<file path="src/rtl/atmospheric_light_estimator_pkg.sv">
// Shared definitions for the atmospheric light estimator.
// Holds the default pixel width and the accumulator FSM state encoding.
package atmospheric_light_estimator_pkg;

    localparam int DW_DEFAULT = 8;

    typedef enum logic {
        ST_IDLE  = 1'b0,
        ST_ACCUM = 1'b1
    } state_t;

endpackage

</file>
<file path="src/rtl/atmospheric_light_estimator_if.sv">
// Pixel stream in / atmospheric light result out bundle.
// master: pixel source and result consumer; slave: the estimator.
//   in_valid/in_sof/in_eof, in_r/g/b : pixel stream (no backpressure)
//   atm_r/g/b, atm_dark, atm_valid   : result, held until atm_ready
//   frame_err, atm_overrun           : single-cycle status pulses
interface atmospheric_light_estimator_if
    import atmospheric_light_estimator_pkg::*;
#(
    parameter int DATA_WIDTH = DW_DEFAULT
);
    logic                  in_valid;
    logic                  in_sof;
    logic                  in_eof;
    logic [DATA_WIDTH-1:0] in_r;
    logic [DATA_WIDTH-1:0] in_g;
    logic [DATA_WIDTH-1:0] in_b;
    logic [DATA_WIDTH-1:0] atm_r;
    logic [DATA_WIDTH-1:0] atm_g;
    logic [DATA_WIDTH-1:0] atm_b;
    logic [DATA_WIDTH-1:0] atm_dark;
    logic                  atm_valid;
    logic                  atm_ready;
    logic                  frame_err;
    logic                  atm_overrun;

    modport master (
        output in_valid, in_sof, in_eof,
        output in_r, in_g, in_b,
        output atm_ready,
        input  atm_r, atm_g, atm_b, atm_dark,
        input  atm_valid, frame_err, atm_overrun
    );

    modport slave (
        input  in_valid, in_sof, in_eof,
        input  in_r, in_g, in_b,
        input  atm_ready,
        output atm_r, atm_g, atm_b, atm_dark,
        output atm_valid, frame_err, atm_overrun
    );

endinterface

</file>
<file path="src/rtl/atmospheric_light_estimator_min3.sv">
// Combinational unsigned minimum of three channels (dark channel value).
// Ports: i_a, i_b, i_c channel inputs; o_min smallest of the three.
module dark_value_min3
    import atmospheric_light_estimator_pkg::*;
#(
    parameter int DATA_WIDTH = DW_DEFAULT
) (
    input  logic [DATA_WIDTH-1:0] i_a,
    input  logic [DATA_WIDTH-1:0] i_b,
    input  logic [DATA_WIDTH-1:0] i_c,
    output logic [DATA_WIDTH-1:0] o_min
);

    logic [DATA_WIDTH-1:0] w_ab;

    assign w_ab  = (i_a < i_b) ? i_a : i_b;
    assign o_min = (w_ab < i_c) ? w_ab : i_c;

endmodule

</file>
<file path="src/rtl/atmospheric_light_estimator.sv">
// Tracks the brightest dark-channel pixel of each frame and presents it
// as the atmospheric light estimate. Ports: clk, rst (sync, active high),
// bus (slave side of atmospheric_light_estimator_if).
module atmospheric_light_estimator
    import atmospheric_light_estimator_pkg::*;
#(
    parameter int DATA_WIDTH = DW_DEFAULT
) (
    input  logic                          clk,
    input  logic                          rst,
    atmospheric_light_estimator_if.slave  bus
);

    localparam int DW = DATA_WIDTH;

    logic [DW-1:0] w_dark;

    // Stage 1 registers
    logic          r_s1_valid;
    logic          r_s1_sof;
    logic          r_s1_eof;
    logic [DW-1:0] r_s1_r;
    logic [DW-1:0] r_s1_g;
    logic [DW-1:0] r_s1_b;
    logic [DW-1:0] r_s1_dark;

    // Stage 2 state
    state_t        r_state;
    logic [DW-1:0] r_max_r;
    logic [DW-1:0] r_max_g;
    logic [DW-1:0] r_max_b;
    logic [DW-1:0] r_max_dark;
    logic [DW-1:0] r_atm_r;
    logic [DW-1:0] r_atm_g;
    logic [DW-1:0] r_atm_b;
    logic [DW-1:0] r_atm_dark;
    logic          r_atm_valid;
    logic          r_frame_err;
    logic          r_overrun;

    logic          w_in_accum;
    logic          w_load_max;
    logic          w_done;
    logic          w_ferr;
    logic [DW-1:0] w_win_r;
    logic [DW-1:0] w_win_g;
    logic [DW-1:0] w_win_b;
    logic [DW-1:0] w_win_dark;

    dark_value_min3 #(
        .DATA_WIDTH (DW)
    ) u_min3 (
        .i_a   (bus.in_r),
        .i_b   (bus.in_g),
        .i_c   (bus.in_b),
        .o_min (w_dark)
    );

    always_comb begin
        w_in_accum = (r_state == ST_ACCUM);
        // sof always reloads; otherwise strictly greater keeps the
        // first maximum in raster order
        w_load_max = r_s1_valid &&
                     (r_s1_sof ||
                      (w_in_accum && (r_s1_dark > r_max_dark)));
        // eof in IDLE without sof belongs to no frame and is dropped
        w_done     = r_s1_valid && r_s1_eof &&
                     (r_s1_sof || w_in_accum);
        w_ferr     = r_s1_valid && r_s1_sof && w_in_accum;
        w_win_r    = w_load_max ? r_s1_r    : r_max_r;
        w_win_g    = w_load_max ? r_s1_g    : r_max_g;
        w_win_b    = w_load_max ? r_s1_b    : r_max_b;
        w_win_dark = w_load_max ? r_s1_dark : r_max_dark;
    end

    always_ff @(posedge clk) begin
        if (rst) begin
            r_s1_valid  <= 1'b0;
            r_s1_sof    <= 1'b0;
            r_s1_eof    <= 1'b0;
            r_s1_r      <= '0;
            r_s1_g      <= '0;
            r_s1_b      <= '0;
            r_s1_dark   <= '0;
            r_state     <= ST_IDLE;
            r_max_r     <= '0;
            r_max_g     <= '0;
            r_max_b     <= '0;
            r_max_dark  <= '0;
            r_atm_r     <= '0;
            r_atm_g     <= '0;
            r_atm_b     <= '0;
            r_atm_dark  <= '0;
            r_atm_valid <= 1'b0;
            r_frame_err <= 1'b0;
            r_overrun   <= 1'b0;
        end else begin
            r_s1_valid  <= bus.in_valid;
            r_s1_sof    <= bus.in_sof;
            r_s1_eof    <= bus.in_eof;
            r_s1_r      <= bus.in_r;
            r_s1_g      <= bus.in_g;
            r_s1_b      <= bus.in_b;
            r_s1_dark   <= w_dark;

            r_frame_err <= w_ferr;
            // a new result replacing one the consumer never took
            r_overrun   <= w_done && r_atm_valid && !bus.atm_ready;

            if (w_load_max) begin
                r_max_r    <= r_s1_r;
                r_max_g    <= r_s1_g;
                r_max_b    <= r_s1_b;
                r_max_dark <= r_s1_dark;
            end

            if (r_s1_valid) begin
                unique case (r_state)
                    ST_IDLE: begin
                        if (r_s1_sof && !r_s1_eof) begin
                            r_state <= ST_ACCUM;
                        end
                    end
                    ST_ACCUM: begin
                        if (r_s1_eof) begin
                            r_state <= ST_IDLE;
                        end
                    end
                    default: r_state <= ST_IDLE;
                endcase
            end

            // a new result has priority over a same-edge acceptance
            if (w_done) begin
                r_atm_r     <= w_win_r;
                r_atm_g     <= w_win_g;
                r_atm_b     <= w_win_b;
                r_atm_dark  <= w_win_dark;
                r_atm_valid <= 1'b1;
            end else if (bus.atm_ready) begin
                r_atm_valid <= 1'b0;
            end
        end
    end

    assign bus.atm_r       = r_atm_r;
    assign bus.atm_g       = r_atm_g;
    assign bus.atm_b       = r_atm_b;
    assign bus.atm_dark    = r_atm_dark;
    assign bus.atm_valid   = r_atm_valid;
    assign bus.frame_err   = r_frame_err;
    assign bus.atm_overrun = r_overrun;

endmodule

</file>
<file path="src/flat_wrapper.sv">
// flat-port wrapper written by rule: the top's interface ports become plain ports
module atmospheric_light_estimator_flat import atmospheric_light_estimator_pkg::*;
#(
    parameter int DATA_WIDTH = DW_DEFAULT
)
  (clk, rst, bus_in_valid, bus_in_sof, bus_in_eof, bus_in_r, bus_in_g, bus_in_b, bus_atm_ready, bus_atm_r, bus_atm_g, bus_atm_b, bus_atm_dark, bus_atm_valid, bus_frame_err, bus_atm_overrun);
  atmospheric_light_estimator_if #(.DATA_WIDTH(DATA_WIDTH)) bus_i ();
  input  logic clk;
  input  logic rst;
  input wire logic [$bits(bus_i.in_valid)-1:0] bus_in_valid;
  input wire logic [$bits(bus_i.in_sof)-1:0] bus_in_sof;
  input wire logic [$bits(bus_i.in_eof)-1:0] bus_in_eof;
  input wire logic [$bits(bus_i.in_r)-1:0] bus_in_r;
  input wire logic [$bits(bus_i.in_g)-1:0] bus_in_g;
  input wire logic [$bits(bus_i.in_b)-1:0] bus_in_b;
  input wire logic [$bits(bus_i.atm_ready)-1:0] bus_atm_ready;
  output wire logic [$bits(bus_i.atm_r)-1:0] bus_atm_r;
  output wire logic [$bits(bus_i.atm_g)-1:0] bus_atm_g;
  output wire logic [$bits(bus_i.atm_b)-1:0] bus_atm_b;
  output wire logic [$bits(bus_i.atm_dark)-1:0] bus_atm_dark;
  output wire logic [$bits(bus_i.atm_valid)-1:0] bus_atm_valid;
  output wire logic [$bits(bus_i.frame_err)-1:0] bus_frame_err;
  output wire logic [$bits(bus_i.atm_overrun)-1:0] bus_atm_overrun;
  assign bus_i.in_valid = bus_in_valid;
  assign bus_i.in_sof = bus_in_sof;
  assign bus_i.in_eof = bus_in_eof;
  assign bus_i.in_r = bus_in_r;
  assign bus_i.in_g = bus_in_g;
  assign bus_i.in_b = bus_in_b;
  assign bus_i.atm_ready = bus_atm_ready;
  assign bus_atm_r = bus_i.atm_r;
  assign bus_atm_g = bus_i.atm_g;
  assign bus_atm_b = bus_i.atm_b;
  assign bus_atm_dark = bus_i.atm_dark;
  assign bus_atm_valid = bus_i.atm_valid;
  assign bus_frame_err = bus_i.frame_err;
  assign bus_atm_overrun = bus_i.atm_overrun;
  atmospheric_light_estimator #(.DATA_WIDTH(DATA_WIDTH)) u_core (.clk(clk), .rst(rst), .bus(bus_i));
endmodule
</file>
<file path="config.mk">
export PLATFORM = sky130hd
export DESIGN_NAME = atmospheric_light_estimator_flat
export DESIGN_NICKNAME = d
export VERILOG_FILES = /design/src/rtl/atmospheric_light_estimator_pkg.sv /design/src/rtl/atmospheric_light_estimator_if.sv /design/src/rtl/atmospheric_light_estimator_min3.sv /design/src/rtl/atmospheric_light_estimator.sv /design/src/flat_wrapper.sv
export SDC_FILE = /design/constraint.sdc
export NUM_CORES = 1
export LEC_CHECK = 0
export CORE_ASPECT_RATIO = 1.1
export CORE_MARGIN = 5
export CORE_UTILIZATION = 25
export DETAILED_ROUTE_END_ITERATION = 10
export DONT_BUFFER_PORTS = 1
export PLACE_DENSITY = 0.44
export SLEW_MARGIN = 0
export SYNTH_ARGS = -nofsm -noshare
export SYNTH_HDL_FRONTEND = slang
export SYNTH_SLANG_ARGS = --single-unit
</file>
<file path="constraint.sdc">
create_clock -name clk -period 6.59 [get_ports clk]
set_input_delay 0.3295 -clock clk [delete_from_list [all_inputs] [get_ports clk]]
set_output_delay 0.3295 -clock clk [all_outputs]
set_load 0.005 [all_outputs]
</file>
# After elaboration in Yosys (flattened, before gate mapping)
# Index checks and enable logic that the tools add are counted.
# classes
magnitude_cmp	3
mux	11
n_bitwise	1
reduce_logical	14
# ops
cell	count
$mux W8	6
$lt A8 B8 Y1	2
$logic_and A1 B1 Y1	9
$gt A8 B8 Y1	1
$mux W1	4
$logic_not A1 Y1	2
$logic_or A1 B1 Y1	2
$pmux W1 S2	1
$reduce_bool A2 Y1	1
$not A1 Y1	1
# totals
regBits	103
input_bits	30
out_inout_bits	35
wordCells	48

# Logic depth before layout (Yosys ltp)
# Gate-level depths: netlist of run 1.
# logic_depth
word_depth	5
depth_mapped	16
mapped_depth_nobuf	15

# By module
# A second synthesis of run 1 with hierarchy kept.
# unflattened
hier_cells	478
hier_area_um2	4669.5
# by_module_without_submodules
module	n_inst	cells_per_inst	area_each_um2	seq_area_each_um2
atmospheric_light_estimator	1	407	4096.4	2062.0
dark_value_min3	1	71	573.0	0.0

# Worst setup path after synthesis of run 1
# OpenSTA, ideal clock, no wires.
# synth_timing
path_kind	input to register
from	in bus_in_g[6]
to	reg u_core.r_s1_dark[0]
setup_time_ns	0.121
t_arrival_ns	3.519
required_ns	6.469
setup_slack_ns	2.950
cell_stages	14
path_buffers	1
path_cell_list	inv_1 > ha_1 > and4_4 > a221oi_4 > and2_2 > clkbuf_1 > a21oi_1 > inv_1 > ha_1 > and4_1 > a21oi_1 > nand4_1 > o31ai_4 > mux2_4
# synth_between
elab_chain_len	4
# synth_lines
item	line	source
start, declared	flat_wrapper.sv:14	input wire logic [$bits(bus_i.in_g)-1:0] bus_in_g;
$lt A8 B8 Y1	atmospheric_light_estimator_min3.sv:16	assign w_ab = (i_a < i_b) ? i_a : i_b;
$mux W8 (*)	atmospheric_light_estimator_min3.sv:16	
$lt A8 B8 Y1	atmospheric_light_estimator_min3.sv:17	assign o_min = (w_ab < i_c) ? w_ab : i_c;
$mux W8 (*)	atmospheric_light_estimator_min3.sv:17	
end signal, assigned	atmospheric_light_estimator.sv:104	r_s1_dark <= w_dark;
end, declared	atmospheric_light_estimator.sv:25	logic [DW-1:0] r_s1_dark;
# Mark *: on every way between the ends. The rest lies on a longest branch, timed or not.
# A chain may end at the register's enable or synchronous reset.

# Final worst setup path of run 1
# Ends and elaborated chain as after synthesis.

==> results of run 1 <==
-- worst max-delay path: stages --
cell and delay (ns):
sky130_fd_sc_hd__inv_1 0.05, sky130_fd_sc_hd__ha_1 0.33, sky130_fd_sc_hd__a21oi_1 0.18, sky130_fd_sc_hd__nand2_1 0.11
sky130_fd_sc_hd__a221oi_4 0.46, sky130_fd_sc_hd__and2_2 0.29, sky130_fd_sc_hd__a21oi_1 0.11, sky130_fd_sc_hd__inv_1 0.07
sky130_fd_sc_hd__ha_1 0.21, sky130_fd_sc_hd__and4_1 0.21, sky130_fd_sc_hd__a21oi_1 0.19, sky130_fd_sc_hd__nand4_1 0.37
sky130_fd_sc_hd__o31ai_4 0.53, sky130_fd_sc_hd__mux2_4 0.33
-- sequential cells by signal, indices dropped and copies added, names as in the netlist, 8 cells and up --
name / count
u_core.bus.atm_b: 8
u_core.bus.atm_dark: 8
u_core.bus.atm_g: 8
u_core.bus.atm_r: 8
u_core.r_max_b: 8
u_core.r_max_dark: 8
u_core.r_max_g: 8
u_core.r_max_r: 8
u_core.r_s1_b: 8
u_core.r_s1_dark: 8
u_core.r_s1_g: 8
u_core.r_s1_r: 8
-- cells in the mapped netlist, types with 4 or more instances --
cell	count	area, sq um
sky130_fd_sc_hd__a211oi_1	41	307.8
sky130_fd_sc_hd__a21oi_1	19	95.09
sky130_fd_sc_hd__buf_6	4	45.04
sky130_fd_sc_hd__clkbuf_1	17	63.81
sky130_fd_sc_hd__dfxtp_1	103	2062
sky130_fd_sc_hd__ha_1	22	275.3
sky130_fd_sc_hd__inv_1	31	116.4
sky130_fd_sc_hd__mux2i_1	64	640.6
sky130_fd_sc_hd__nand3_1	4	20.02
sky130_fd_sc_hd__nor2_1	83	311.6
sky130_fd_sc_hd__nor2b_1	13	81.33
sky130_fd_sc_hd__o311a_2	7	78.83
-- per-stage QoR --
stage                     cell area, sq um  setup slack [ns]  std cells
final                                 4927             3.043        672
after global routing                  4927             2.662        672
after CTS                             4927             3.059        672
after detailed placement              4627             2.691        656
after global placement                4627             2.832        656
after floorplan                       4419             2.950        441
-- cells by family after synthesis --
logic type                 share of synthesized area
and+or+nand+nor                               0.1104
buffers and inverters                        0.05606
DFF                                           0.4666
adders and majority gates                    0.06229
muxes                                         0.1484
AOI/OAI and AO/OA                             0.1563
-- where the power goes --
part	leakage, uW	internal (uW)	switching, uW
clock	0.000148	269	259
combinational	0.00120	77.6	96.7
sequential	0.000841	646	17.8
-- final timing paths --
check	start	end
worst min register to register	u_core.r_s1_eof$_SDFF_PP0_	u_core.r_state$_SDFFE_PP0P_
worst max register to register	u_core.r_max_dark[3]$_SDFF_PP0_	u_core.bus.atm_b[2]$_SDFFE_PP0P_
worst max-delay path	bus_in_g[6]	u_core.r_s1_dark[0]$_SDFF_PP0_
worst min-delay path	rst	u_core.r_s1_b[3]$_SDFF_PP0_
-- final cells by class --
class,count,area share
clock buffers,9,0.04571
clock inverters,7,0.01524
inverters,31,0.02362
multi-input cells,281,0.4319
flip-flops and latches,103,0.4185
well taps,238,0.06044
repair buffers,3,0.004571
-- routing by layer --
layer | wire (microns) | track usage
met4 | 235 | 0.04536
met5 | 0 | 0
met1 | 4742 | 0.1298
met3 | 537 | 0.03161
met2 | 4438 | 0.1603
==> flow_metrics.tcl, run 1 <==
set metrics [dict create \
    status "finished, final reports clean" \
    drtIter0Drc 129 \
    detail_route.drc_violations 0 \
    startpoint_type "input pin" \
    cts.htree.levels 3 \
    final_common_cell "sky130_fd_sc_hd__dfxtp_1" \
    initial_utilization 0.2518 \
    synth-seq-area-share 0.4666 \
    post-layout-total-power_uw 1366 \
    fp.dieArea_sq_um 20440 \
    critical_path.max_fanout 10 \
    grt.total_usage 0.1026 \
    area_of_combinational_cells_with_multiple_inputs_sq_um 2128 \
    dpl.hpwl_microns 7294 \
    hold_path_class "in2reg" \
    syn_nets 493 \
    cts_made_buffers 9 \
    min_hold_slack_ns 0.04161 \
    remaining_max_slew_budget_at_the_tightest_pin 0.5383 \
    insertedDiodeCount 0 \
    firstDrtPassIters 4 \
    worst_setup_hold_path_clk_slew_ns 0.08 \
    timing.max_cap.violations 0 \
    cellPowerDensity_nw_per_um2 277.3 \
    final_layout_size_suffix_gt1_frac 0.08986 \
    area_delta_synth_final_pct 11.50 \
    clk-insertion-delay-late_ns 0.35 \
    placementRows 51 \
    longest_clk_path_bufs 2 \
    route.detailed.wl_per_inst_microns 14.81 \
    post-route-util 0.2808 \
    synth.avg_cell_area_sq_um 10.02 \
    dr_total_vias 2962 \
    worstRegToRegCells 9 \
    kind_of_capture_point_of_the_worst_setup_path "flip-flop" \
    area_of_the_core_region_sq_um 17550 \
    nFillCells 1888 \
    synth_enable_flop_cells 0 \
    postCtsHoldBufs 0 \
    hold-path-cell-count 1 \
    tightestPinTransition_ns 0.6884 \
    synth_cells 441 \
    synth_top_flop_cell "sky130_fd_sc_hd__dfxtp_1" \
    cts_sinks 103 \
    worstPathArrival_ns 3.78 \
    synth.yosys.warnings 0 \
    synthesis.area_sq_um 4419 \
    timing.final.max_slew_violations 0 \
    height_of_the_die_microns 149.4 \
    total_leakage_power_uw 0.002188 \
    die_width_microns 136.8 \
    grt_overflow_total 0 \
    max_clock_freq_ghz 0.2819 \
    post_cts_repair_timing_setup_buffer_count 0 \
    rsz0062_at_grt "no" \
    worstPathRequired_ns 6.83 \
    routed_wl_microns 9953 \
    cts_tree "yes" \
    regArea_sq_um 2062 \
    final-hold-violation-count 0 \
    cts-resized-gates 0 \
    boundaryPins 65 \
    ir_worst_vdd_mv 0.1195 \
    antenna_found_initial 0 \
    grt_first_pass_wirelength_microns 16430 \
    synth_cell_type_count 40 \
    finalCriticalPeriod_ns 3.547 \
    gpl.final_weighted_congestion 0.7583 \
    finClkSkew_ns 0.01144 \
    critPathKind "in2reg" \
    place.port_buffers 0 \
    postSynth.asyncResetShare 0 \
    reg2reg_slack_ns 4.03 \
    vias_per_cell 4.408 \
    grt_pass1_vias 3024 \
    cts-root-buf "sky130_fd_sc_hd__clkbuf_16" \
    ant_nets 0 \
    timing.final.crit_share 0.5383 \
    highest_count_cells_in_the_layout_ignoring_fill_and_taps "sky130_fd_sc_hd__dfxtp_1 (103), sky130_fd_sc_hd__nor2_1 (83), sky130_fd_sc_hd__mux2i_1 (64)" \
    synth-seq-cells 103 \
    grt_start_max_net_pins 104 \
    num-nets-final 481 \
    timing.setup.tns_ns 0 \
    setup_violations 0 \
]
Note: power is estimated with default switching activity, not from simulation.
==> run 2: changes to the inputs <==
--- a/config.mk
+++ b/config.mk
@@ -10,7 +10,7 @@
 export CORE_UTILIZATION = 25
 export DETAILED_ROUTE_END_ITERATION = 10
 export DONT_BUFFER_PORTS = 1
-export PLACE_DENSITY = 0.44
+export PLACE_DENSITY = 0.46
 export SLEW_MARGIN = 0
 export SYNTH_ARGS = -nofsm -noshare
 export SYNTH_HDL_FRONTEND = slang
==> constraint.sdc (replaced) <==
create_clock -name clk -period 2.96 [get_ports clk]
set_input_delay 0.148 -clock clk [delete_from_list [all_inputs] [get_ports clk]]
set_output_delay 0.148 -clock clk [all_outputs]
set_load 0.005 [all_outputs]
==> flow_metrics.tcl, run 2 (synthesized netlist as in run 1, its figures left out) <==
set metrics [dict create \
    dpl_cell_area_sq_um 4897 \
    reg2reg_slack_ns 0.41 \
    initial_utilization 0.2518 \
    cts_sinks 103 \
    dpl.hpwl_microns 7856 \
    ir_worst_vdd_mv 0.2703 \
    worst_setup_hold_path_clk_slew_ns 0.08 \
    timing.max_cap.violations 0 \
    post-layout-total-power_uw 3137 \
    final-hold-violation-count 0 \
    routed_wl_microns 10870 \
    vias_per_cell 4.432 \
    area_of_the_core_region_sq_um 17550 \
    height_of_the_die_microns 149.4 \
    timing.final.crit_share 0.9468 \
    placementRows 51 \
    worstPathArrival_ns 3.04 \
    grt.total_usage 0.1094 \
    min_from "bus_in_g[0]" \
    dr_total_vias 3142 \
    finClkSkew_ns 0.01202 \
    ant_nets 0 \
    holdPathEnd "u_core.r_s1_g[0]$_SDFF_PP0_" \
    setup_violations 0 \
    worstRegToRegCells 9 \
    area_delta_synth_final_pct 22.06 \
    r2r_end "u_core.bus.atm_r[2]$_SDFFE_PP0P_" \
    cellPowerDensity_nw_per_um2 581.7 \
    die_width_microns 136.8 \
    detail_route.drc_violations 0 \
    finalCriticalPeriod_ns 2.803 \
    grt_overflow_total 0 \
    critical_path.max_fanout 8 \
    clk-insertion-delay-late_ns 0.35 \
    place.port_buffers 0 \
    cts.htree.levels 3 \
    critPathKind "in2reg" \
    hold-path-cell-count 2 \
    cts_made_buffers 9 \
    grt_first_pass_wirelength_microns 17230 \
    num-nets-final 518 \
    grt_pass1_vias 3118 \
    gpl.final_weighted_congestion 0.8552 \
    grt_start_max_net_pins 101 \
    antenna_found_initial 0 \
    crit-reg2reg-launch "u_core.r_max_dark[2]$_SDFF_PP0_" \
    insertedDiodeCount 0 \
    final_layout_size_suffix_gt1_frac 0.1592 \
    startpoint "bus_in_g[6]" \
    total_leakage_power_uw 0.002376 \
    longest_clk_path_bufs 2 \
    startpoint_type "input pin" \
    highest_count_cells_in_the_layout_ignoring_fill_and_taps "sky130_fd_sc_hd__dfxtp_1 (103), sky130_fd_sc_hd__nor2_1 (83), sky130_fd_sc_hd__mux2i_1 (64)" \
    kind_of_capture_point_of_the_worst_setup_path "flip-flop" \
    firstDrtPassIters 4 \
    hold_path_class "in2reg" \
    timing.final.max_slew_violations 0 \
    max_clock_freq_ghz 0.3568 \
    final_common_cell "sky130_fd_sc_hd__dfxtp_1" \
    drtIter0Drc 185 \
    tightestPinTransition_ns 0.6952 \
    fp.dieArea_sq_um 20440 \
    timing.setup.tns_ns 0 \
    fin_area_sq_um 5394 \
    post-route-util 0.3074 \
    cts-root-buf "sky130_fd_sc_hd__clkbuf_16" \
    min_hold_slack_ns 0.001172 \
    remaining_max_slew_budget_at_the_tightest_pin 0.5338 \
    boundaryPins 65 \
    route.detailed.wl_per_inst_microns 15.33 \
    status "finished, final reports clean" \
    cts_tree "yes" \
    worstPathRequired_ns 3.19 \
]
==> run 2: power by group <==
part,internal (uW),switching [uW]
Sequential,1440,38.7
Combinational,243,264
Clock,588,564
==> run 2: layout make-up <==
class                           instances  area (sq um)
Multi-Input combinational cell        281          2202
Clock buffer                            9         225.2
Clock inverter                          7         67.56
Fill cell                            1812         12150
Sequential cell                       103          2062
Inverter                               31         143.9
Tap cell                              238         297.8
Timing Repair Buffer                   40         395.4
==> run 2: critical path, cell delays in order <==
cell and delay [ns]:
sky130_fd_sc_hd__inv_6 0.06, sky130_fd_sc_hd__ha_4 0.20, sky130_fd_sc_hd__a21oi_1 0.13, sky130_fd_sc_hd__nand2_1 0.10, sky130_fd_sc_hd__a221oi_4 0.25, sky130_fd_sc_hd__buf_4 0.20
sky130_fd_sc_hd__and2_4 0.20, sky130_fd_sc_hd__a21oi_1 0.10, sky130_fd_sc_hd__inv_1 0.06, sky130_fd_sc_hd__ha_1 0.24, sky130_fd_sc_hd__and4_1 0.22, sky130_fd_sc_hd__a21oi_2 0.17
sky130_fd_sc_hd__nand4_1 0.09, sky130_fd_sc_hd__buf_4 0.18, sky130_fd_sc_hd__o31ai_4 0.34, sky130_fd_sc_hd__mux2_4 0.33
==> run 2: per-stage QoR <==
| step | setup WS [ns] | cells |
|---|---|---|
| 2_1_floorplan | -0.1477 | 441 |
| 3_3_place_gp | -0.05980 | 675 |
| 3_5_place_dp | -0.1201 | 675 |
| 4_1_cts | 0.2515 | 707 |
| 5_1_grt | -0.02165 | 709 |
| 6_report | 0.1574 | 709 |
==> run 2: per-layer routing <==
| layer | GRT usage | wire length [microns] |
|---|---|---|
| met4 | 0.04486 | 242 |
| met2 | 0.1748 | 5134 |
| met5 | 0 | 0 |
| met3 | 0.02892 | 661 |
| met1 | 0.1397 | 4830 |
==> run 2: worst max path at each step <==
stage / to / slack (ns) / cells after the start
final: u_core.r_s1_dark[0]$_SDFF_PP0_ / 0.16 / 16
after global routing: u_core.r_s1_dark[0]$_SDFF_PP0_ / -0.02 / 16
after CTS: u_core.r_s1_dark[0]$_SDFF_PP0_ / 0.25 / 15
after detailed placement: u_core.r_s1_dark[0]$_SDFF_PP0_ / -0.12 / 16
after global placement: u_core.r_s1_dark[0]$_SDFF_PP0_ / -0.06 / 16
after floorplan: u_core.r_s1_dark[0]$_SDFF_PP0_ / -0.15 / 13
==> run 2: timing repair <==
item | in CTS | in global routing
hold buffers | 16 | 0
setup endpoints to repair | 0 | 1
hold endpoints to repair | 101 | 0
setup buffers | 0 | 2
gates resized for setup | 0 | 3
